## src/rtl/queen_pkg.sv

```systemverilog
// Shared constants and FSM state encoding for the eight-queens search controller.
package queen_pkg;

  localparam int unsigned N_QUEENS = 8;
  localparam int unsigned CYC_W    = 16;

  typedef enum logic [3:0] {
    S_IDLE      = 4'd0,
    S_INIT      = 4'd1,
    S_LOAD_TEST = 4'd2,
    S_CHECK     = 4'd3,
    S_ACCEPT    = 4'd4,
    S_NEXT_ROW  = 4'd5,
    S_BACKTRACK = 4'd6,
    S_RESTORE   = 4'd7,
    S_DONE      = 4'd8,
    S_FAIL      = 4'd9
  } state_t;

endpackage

```

## src/rtl/sat_counter.sv

```systemverilog
// Up-counter with synchronous clear that sticks at all-ones instead of wrapping.
module sat_counter #(
  parameter int unsigned W = 16
) (
  input  logic         clk,
  input  logic         rst_n,
  input  logic         clr,
  input  logic         en,
  output logic [W-1:0] q
);

  always_ff @(posedge clk or negedge rst_n) begin
    if (!rst_n) begin
      q <= '0;
    end else if (clr) begin
      q <= '0;
    end else if (en && (q != {W{1'b1}})) begin
      q <= q + W'(1);
    end
  end

endmodule

```

## src/rtl/queen_controller.sv

```systemverilog
// Backtracking eight-queens search sequencer driving an external counter/stack datapath.
module queen_controller
  import queen_pkg::*;
(
  input  logic             clk,
  input  logic             rst_n,
  input  logic             start,
  input  logic             col_cout,
  input  logic             row_cout,
  input  logic             test_cout,
  input  logic             row_Load_cout,
  input  logic             col_back_cout,
  input  logic             threat,
  output logic             col_en,
  output logic             row_en,
  output logic             test_en,
  output logic             col_rst,
  output logic             row_rst,
  output logic             test_rst,
  output logic             reg_rst,
  output logic             st_rst,
  output logic             row_ld,
  output logic             test_ld,
  output logic             reg_ld,
  output logic             push,
  output logic             pop,
  output logic             UpDown,
  output logic             reg_sel,
  output logic             busy,
  output logic             done,
  output logic             found,
  output logic [CYC_W-1:0] cycles
);

  state_t state, state_nxt;
  logic   cyc_clr;

  always_ff @(posedge clk or negedge rst_n) begin
    if (!rst_n) begin
      state <= S_IDLE;
    end else begin
      state <= state_nxt;
    end
  end

  // Outputs decode from state and same-cycle status only; start only steers the next state.
  always_comb begin
    state_nxt = state;
    col_en    = 1'b0;
    row_en    = 1'b0;
    test_en   = 1'b0;
    col_rst   = 1'b0;
    row_rst   = 1'b0;
    test_rst  = 1'b0;
    reg_rst   = 1'b0;
    st_rst    = 1'b0;
    row_ld    = 1'b0;
    test_ld   = 1'b0;
    reg_ld    = 1'b0;
    push      = 1'b0;
    pop       = 1'b0;
    UpDown    = 1'b1;
    reg_sel   = 1'b0;
    done      = 1'b0;
    found     = 1'b0;
    case (state)
      S_IDLE: begin
        if (start) state_nxt = S_INIT;
      end
      S_INIT: begin
        col_rst   = 1'b1;
        row_rst   = 1'b1;
        test_rst  = 1'b1;
        reg_rst   = 1'b1;
        st_rst    = 1'b1;
        state_nxt = S_LOAD_TEST;
      end
      S_LOAD_TEST: begin
        test_ld   = 1'b1;
        state_nxt = S_CHECK;
      end
      S_CHECK: begin
        // Running off the left edge (test wrapped to 7) wins over a stale threat.
        if (test_cout) begin
          state_nxt = S_ACCEPT;
        end else if (threat) begin
          state_nxt = S_NEXT_ROW;
        end else begin
          test_en = 1'b1;
        end
      end
      S_ACCEPT: begin
        reg_ld = 1'b1;
        push   = 1'b1;
        if (col_cout) begin
          state_nxt = S_DONE;
        end else begin
          col_en    = 1'b1;
          row_rst   = 1'b1;
          state_nxt = S_LOAD_TEST;
        end
      end
      S_NEXT_ROW: begin
        if (row_cout) begin
          state_nxt = S_BACKTRACK;
        end else begin
          row_en    = 1'b1;
          state_nxt = S_LOAD_TEST;
        end
      end
      S_BACKTRACK: begin
        if (col_back_cout) begin
          state_nxt = S_FAIL;
        end else begin
          col_en    = 1'b1;
          UpDown    = 1'b0;
          state_nxt = S_RESTORE;
        end
      end
      S_RESTORE: begin
        pop = 1'b1;
        if (row_Load_cout) begin
          state_nxt = S_BACKTRACK;
        end else begin
          row_ld    = 1'b1;
          state_nxt = S_LOAD_TEST;
        end
      end
      S_DONE: begin
        done    = 1'b1;
        found   = 1'b1;
        reg_sel = 1'b1;
        if (start) state_nxt = S_INIT;
      end
      S_FAIL: begin
        done = 1'b1;
        if (start) state_nxt = S_INIT;
      end
      default: state_nxt = S_IDLE;
    endcase
  end

  assign busy    = (state != S_IDLE) && (state != S_DONE) && (state != S_FAIL);
  assign cyc_clr = (state == S_INIT);

  sat_counter #(.W(CYC_W)) u_cycles (
    .clk   (clk),
    .rst_n (rst_n),
    .clr   (cyc_clr),
    .en    (busy),
    .q     (cycles)
  );

endmodule
```

## config.mk

```make
export PLATFORM = sky130hd
export DESIGN_NAME = queen_controller
export DESIGN_NICKNAME = d
export VERILOG_FILES = /design/src/rtl/queen_pkg.sv /design/src/rtl/sat_counter.sv /design/src/rtl/queen_controller.sv
export SDC_FILE = /design/constraint.sdc
export NUM_CORES = 1
export LEC_CHECK = 0
export ABC_AREA = 1
export BUFFER_PORTS_ARGS = -buffer_cell sky130_fd_sc_hd__buf_2
export CAP_MARGIN = 20
export CORE_MARGIN = 2
export CORE_UTILIZATION = 46
export CTS_CLUSTER_DIAMETER = 200
export DETAILED_ROUTE_END_ITERATION = 8
export GPL_TIMING_DRIVEN = 0
export PLACE_DENSITY = 0.84
export SETUP_SLACK_MARGIN = 0.3
export SLEW_MARGIN = 15
export SYNTH_ARGS = -nofsm -noshare
export SYNTH_HDL_FRONTEND = slang
export SYNTH_SLANG_ARGS = --single-unit
```

## constraint.sdc

```tcl
create_clock -name clk -period 1.5 [get_ports clk]
set_clock_uncertainty 0.1 [all_clocks]
set_input_delay 0.3 -clock clk [delete_from_list [all_inputs] [get_ports clk]]
set_output_delay 0.3 -clock clk [all_outputs]
set_load 0.02 [all_outputs]
```

# ---- Yosys cells after proc, flatten, opt, wreduce, memory -nomap -nowiden
# Index checks and enable logic that the tools add are counted.
# W data, S select, Z words.
dict set report op_classes {
  add_sub_neg 1
  n_eq_ne 14
  mux 29
  n_reduce_logical 9
}
# cell count
set ops {}
lappend ops {{$mux W16} 2}
lappend ops {{$pmux W4 S8} 1}
lappend ops {{$mux W4} 5}
lappend ops {{$mux W1} 17}
lappend ops {{$add A16 B1 Y16 const B} 1}
lappend ops {{$eq A4 B3 Y1 const B} 4}
lappend ops {{$ne A16 B16 Y1 const B} 1}
lappend ops {{$eq A4 B2 Y1 const B} 2}
lappend ops {{$eq A4 B4 Y1 const B} 2}
lappend ops {{$ne A4 B4 Y1 const B} 2}
lappend ops {{$mux W3} 2}
lappend ops {{$eq A4 B1 Y1 const B} 1}
lappend ops {{$logic_not A4 Y1} 1}
lappend ops {{$pmux W1 S2} 2}
lappend ops {{$reduce_bool A4 Y1} 1}
lappend ops {{$logic_and A1 B1 Y1} 3}
lappend ops {{$ne A3 B3 Y1 const B} 1}
lappend ops {{$reduce_or A3 Y1} 1}
lappend ops {{$ne A2 B1 Y1 const B} 1}
lappend ops {{$reduce_and A2 Y1} 1}
lappend ops {{$reduce_bool A2 Y1} 1}
lappend ops {{$reduce_or A2 Y1} 1}
dict set report totals {
  reg_bits 20
  inputBits 9
  out_inout_bits 34
  word_cells 55
}

# ---- Logic depth before layout (Yosys ltp)
dict set report depth {
  depth_word 6
  depth_mapped 10
  depth_no_buf 9
}

# ---- Modules after synthesis
# Synthesis repeated with hierarchy kept, for this count alone.
dict set report hier_totals {
  hier_cells 213
  area_unflattened_um2 1451.4
}
# module instances cells_each area_per_inst_um2 seq_area_each_um2
set by_module_without_submodules {}
lappend by_module_without_submodules {sat_counter 1 144 1037.2 400.4}
lappend by_module_without_submodules {queen_controller 1 69 414.1 100.1}

# ---- Worst setup path after synthesis
# No wires, ideal clock.
dict set report synth_timing {
  kind {flip-flop to output port}
  from {register state[3]}
  to {output row_rst}
  arrival_ns 1.600
  required_time_ns 1.100
  path_slack_ns -0.500
  stages_incl_launch_ff 6
  path_buffers 0
  path_cell_list {dfrtp_1 inv_1 nand2_1 nor3_1 nand2_1 nand2_1}
}
dict set report synth_via {
  elab_chain_len 2
  word_cells_on_any_way 3
  classes_between {eq/ne (2); mux (1)}
}
# item line_no
set synth_lines {}
lappend synth_lines {{start: declaration} queen_controller.sv:35} ;# state_t state, state_nxt;
lappend synth_lines {{start signal: assignment} queen_controller.sv:42} ;# state <= state_nxt;
lappend synth_lines {{$eq A4 B3 Y1 / $eq A4 B1 Y1 (equally long branches)} queen_controller.sv:66} ;# case (state)
lappend synth_lines {{$pmux W1 S2 (*)} queen_controller.sv:66}
lappend synth_lines {{end: declaration} queen_controller.sv:18} ;# output logic row_rst,
# Mark *: on every way between the ends. The rest lies on a longest branch, timed or not.

# ---- Worst setup path after layout
# Ends and elaborated chain as after synthesis.

==> metrics.cfg <==
[run_status]
outcome=finished with violations
violations=negative setup slack

[timing]
rsz0062_at_grt=yes
finalMaxSlewViolations=0
post-route-period-util=1.30
fmax_mhz=513
worst_slew_margin_rel=0.683
setup-violations-final=37
tightest_slew_ps=475
fin_ws_ps=-450
min_period_ps=1950
fin_setup_tns_ps=-13350
holdWs_ps=159
hold_viol_final=0

[clocking]
clk-insertion-delay-late_ps=330
htreeDepth=1
cts.sinks=20
clock_path_buffers=2
cts_buffers=3
cts_root_buf=clkbuf_4
clk_pin_slew_ps=130
tritoncts=yes

[global_route]
grt_overflow_total=0
grt_pass1_vias=1782
grt_pass1_wl_um=8510
grt_max_degree=21
track_usage=0.327
antenna_found_initial=0

[synth]
synth.avg_cell_area_um2=6.83
syn_inst=206
yosys.area.top_type=dfrtp_1
synthAdderAreaFrac=0.00889
syn_nets=216
netlist_area_um2=1410
synth-async-reset-ratio=1.00
ys_types=22
synth_edf_count=0
ys.flop_type=dfrtp_1
yosysWarningCount=0
synthSimpleGateAreaFrac=0.448
synth_xor_area_frac=0.0311
ys_seq_area_frac=0.356
synth_top_area_share=0.356
synth_top_family_by_area=simple AND/OR/NAND/NOR gates
yosys-mux-area-fraction=0
synth_area_leaders=dfrtp_1, nand2_1, nand4_1
ys_ff_latch=20
synth-compound-area-share=0.0382

[power]
powerDensity_nw_per_um2=1860
power_frac_comb=0.767
power.internal_mw=2.57
ir_drop_v=0.00138
p_sw_mw=2.25
p_leak_nw=1.28
p_clk_frac=0.062
seq_power_share=0.170
power_mw=4.82
swShare=0.466

[setup_path]
slowest_delay_ps=500
arrival_ps=1550
worst-path-buf-inv=2
crit_required_ps=1100
worstSetupPathType=register to output pin
cp_slowest_cell=dfrtp_2
worst_path_most_repeated_cell=nand2_4
cpLargestDelayFamily=simple AND/OR/NAND/NOR gates
r2r-end=u_cycles.q[15]
reg2reg_depth=10
crit_start=state[3]
crit_end=row_rst
critPathCaptureType=output pin
cp.depth=6
reg2reg_slack_ps=-410
reg2reg_from=state[3]
cp_cell_sequence=inv_4 -> nand2_4 -> nor3_4 -> nand2_2 -> nand2_4 -> buf_6
cp_max_fo=5
crit_path_start_kind=register

[cells_and_area]
finish.utilization=0.869
drive_gt1_frac=0.583
fin_area_um2=2590
layout_commonest_cell=buf_6
area_growth_pct=83.8
mostFrequentLayoutCells=buf_6, nand2_1, buf_4
fin_cells=335
n_antenna_cell=0
nets=313

[floorplanning]
die-area_um2=3520
core_area_um2=2980
die_h_um=59.3
die_x_um=59.3
io_pins=43
num_rows=20
start_util=0.473

[route]
firstDrtPassIters=7
postRouteAntennaNets=0
wl_per_cell_um=19.3
num_vias=1984
drc=0
viasPerCell=5.92
drt_iter0_drc=207
wirelength_um=6480

[placement]
placed_cell_area_um2=1820
port_buffers=42
post-place-ws_ps=-145
dpl.hpwl_um=2700
gp_congestion=0.935
dp_cells=281

[job]
drv_cap=0

[hold_path]
hold_path.class=input port to register

synth_stat cells (4+ instances only):
cell type	n
nand2_1	64
nor2_1	25
inv_1	23
dfrtp_1	20
nand4_1	18
nand3_1	14
buf_4	6
nor3_1	5
o21ai_0	5
xor2_1	5
nor2_4	4
area by class of cell:
class	count	area (µm²)
Timing Repair Buffer	92	827
Sequential cell	20	519
Tap cell	33	41.3
Multi-Input combinational cell	152	971
Buffer	9	93.8
Inverter	25	109
Clock buffer	4	26.3
Fill cell	137	390
flip-flops by register name, summed over array words and instances, names as in the netlist:
register / count
state: 4
u_cycles.q: 16
repair_timing:
item,CTS,global route
pin swaps,20,15
cloned,2,0
hold endpoints to repair,20,0
hold buffers,1,0
buffers inserted,37,10
endpoints found under the setup margin,54,54
gates resized for setup,68,44
power by group through the flow:
stage	logic (mW)	clock network, mW	registers, mW
after detailed placement	1.80	0	0.863
after floorplan	1.34	0	0.885
after global placement	1.76	0	0.851
after global routing	3.87	0.317	0.824
after CTS	3.04	0.280	0.801
final	3.70	0.301	0.819
routing by layer:
metal  up-vias  global-route usage  routed length, µm
li1        855                   -                  -
met1       922               0.367               2260
met2       152               0.592               3280
met3        55              0.0786                506
met4         0               0.123                441
met5         -                   0                  0
worst register-to-register path: stages (launching register included):
cell and delay (ps):
dfrtp_2 500, buf_6 150, nor2_4 160, buf_6 130
nor2_4 40, buf_6 120, nor2_4 220, nor2_4 90
buf_6 150, nand2_2 60, nand2_1 70
logic make-up (layout without fill, tap and decap cells):
group | Yosys count | after routing
xor+xnor | 5 | 5
simple gates | 137 | 137
buf+inv | 34 | 130
flops | 20 | 20
compound gates | 9 | 9
fa+ha+maj | 1 | 1
worst min path at each step:
stage | from | to | depth (start not counted)
2_1_floorplan | rst_n | state[0] | 0
3_3_place_gp | rst_n | u_cycles.q[4] | 1
3_5_place_dp | rst_n | u_cycles.q[4] | 1
4_1_cts | col_cout | state[3] | 3
5_1_grt | col_cout | state[3] | 3
6_report | col_cout | state[3] | 3
(Power assumes the default switching activity.)
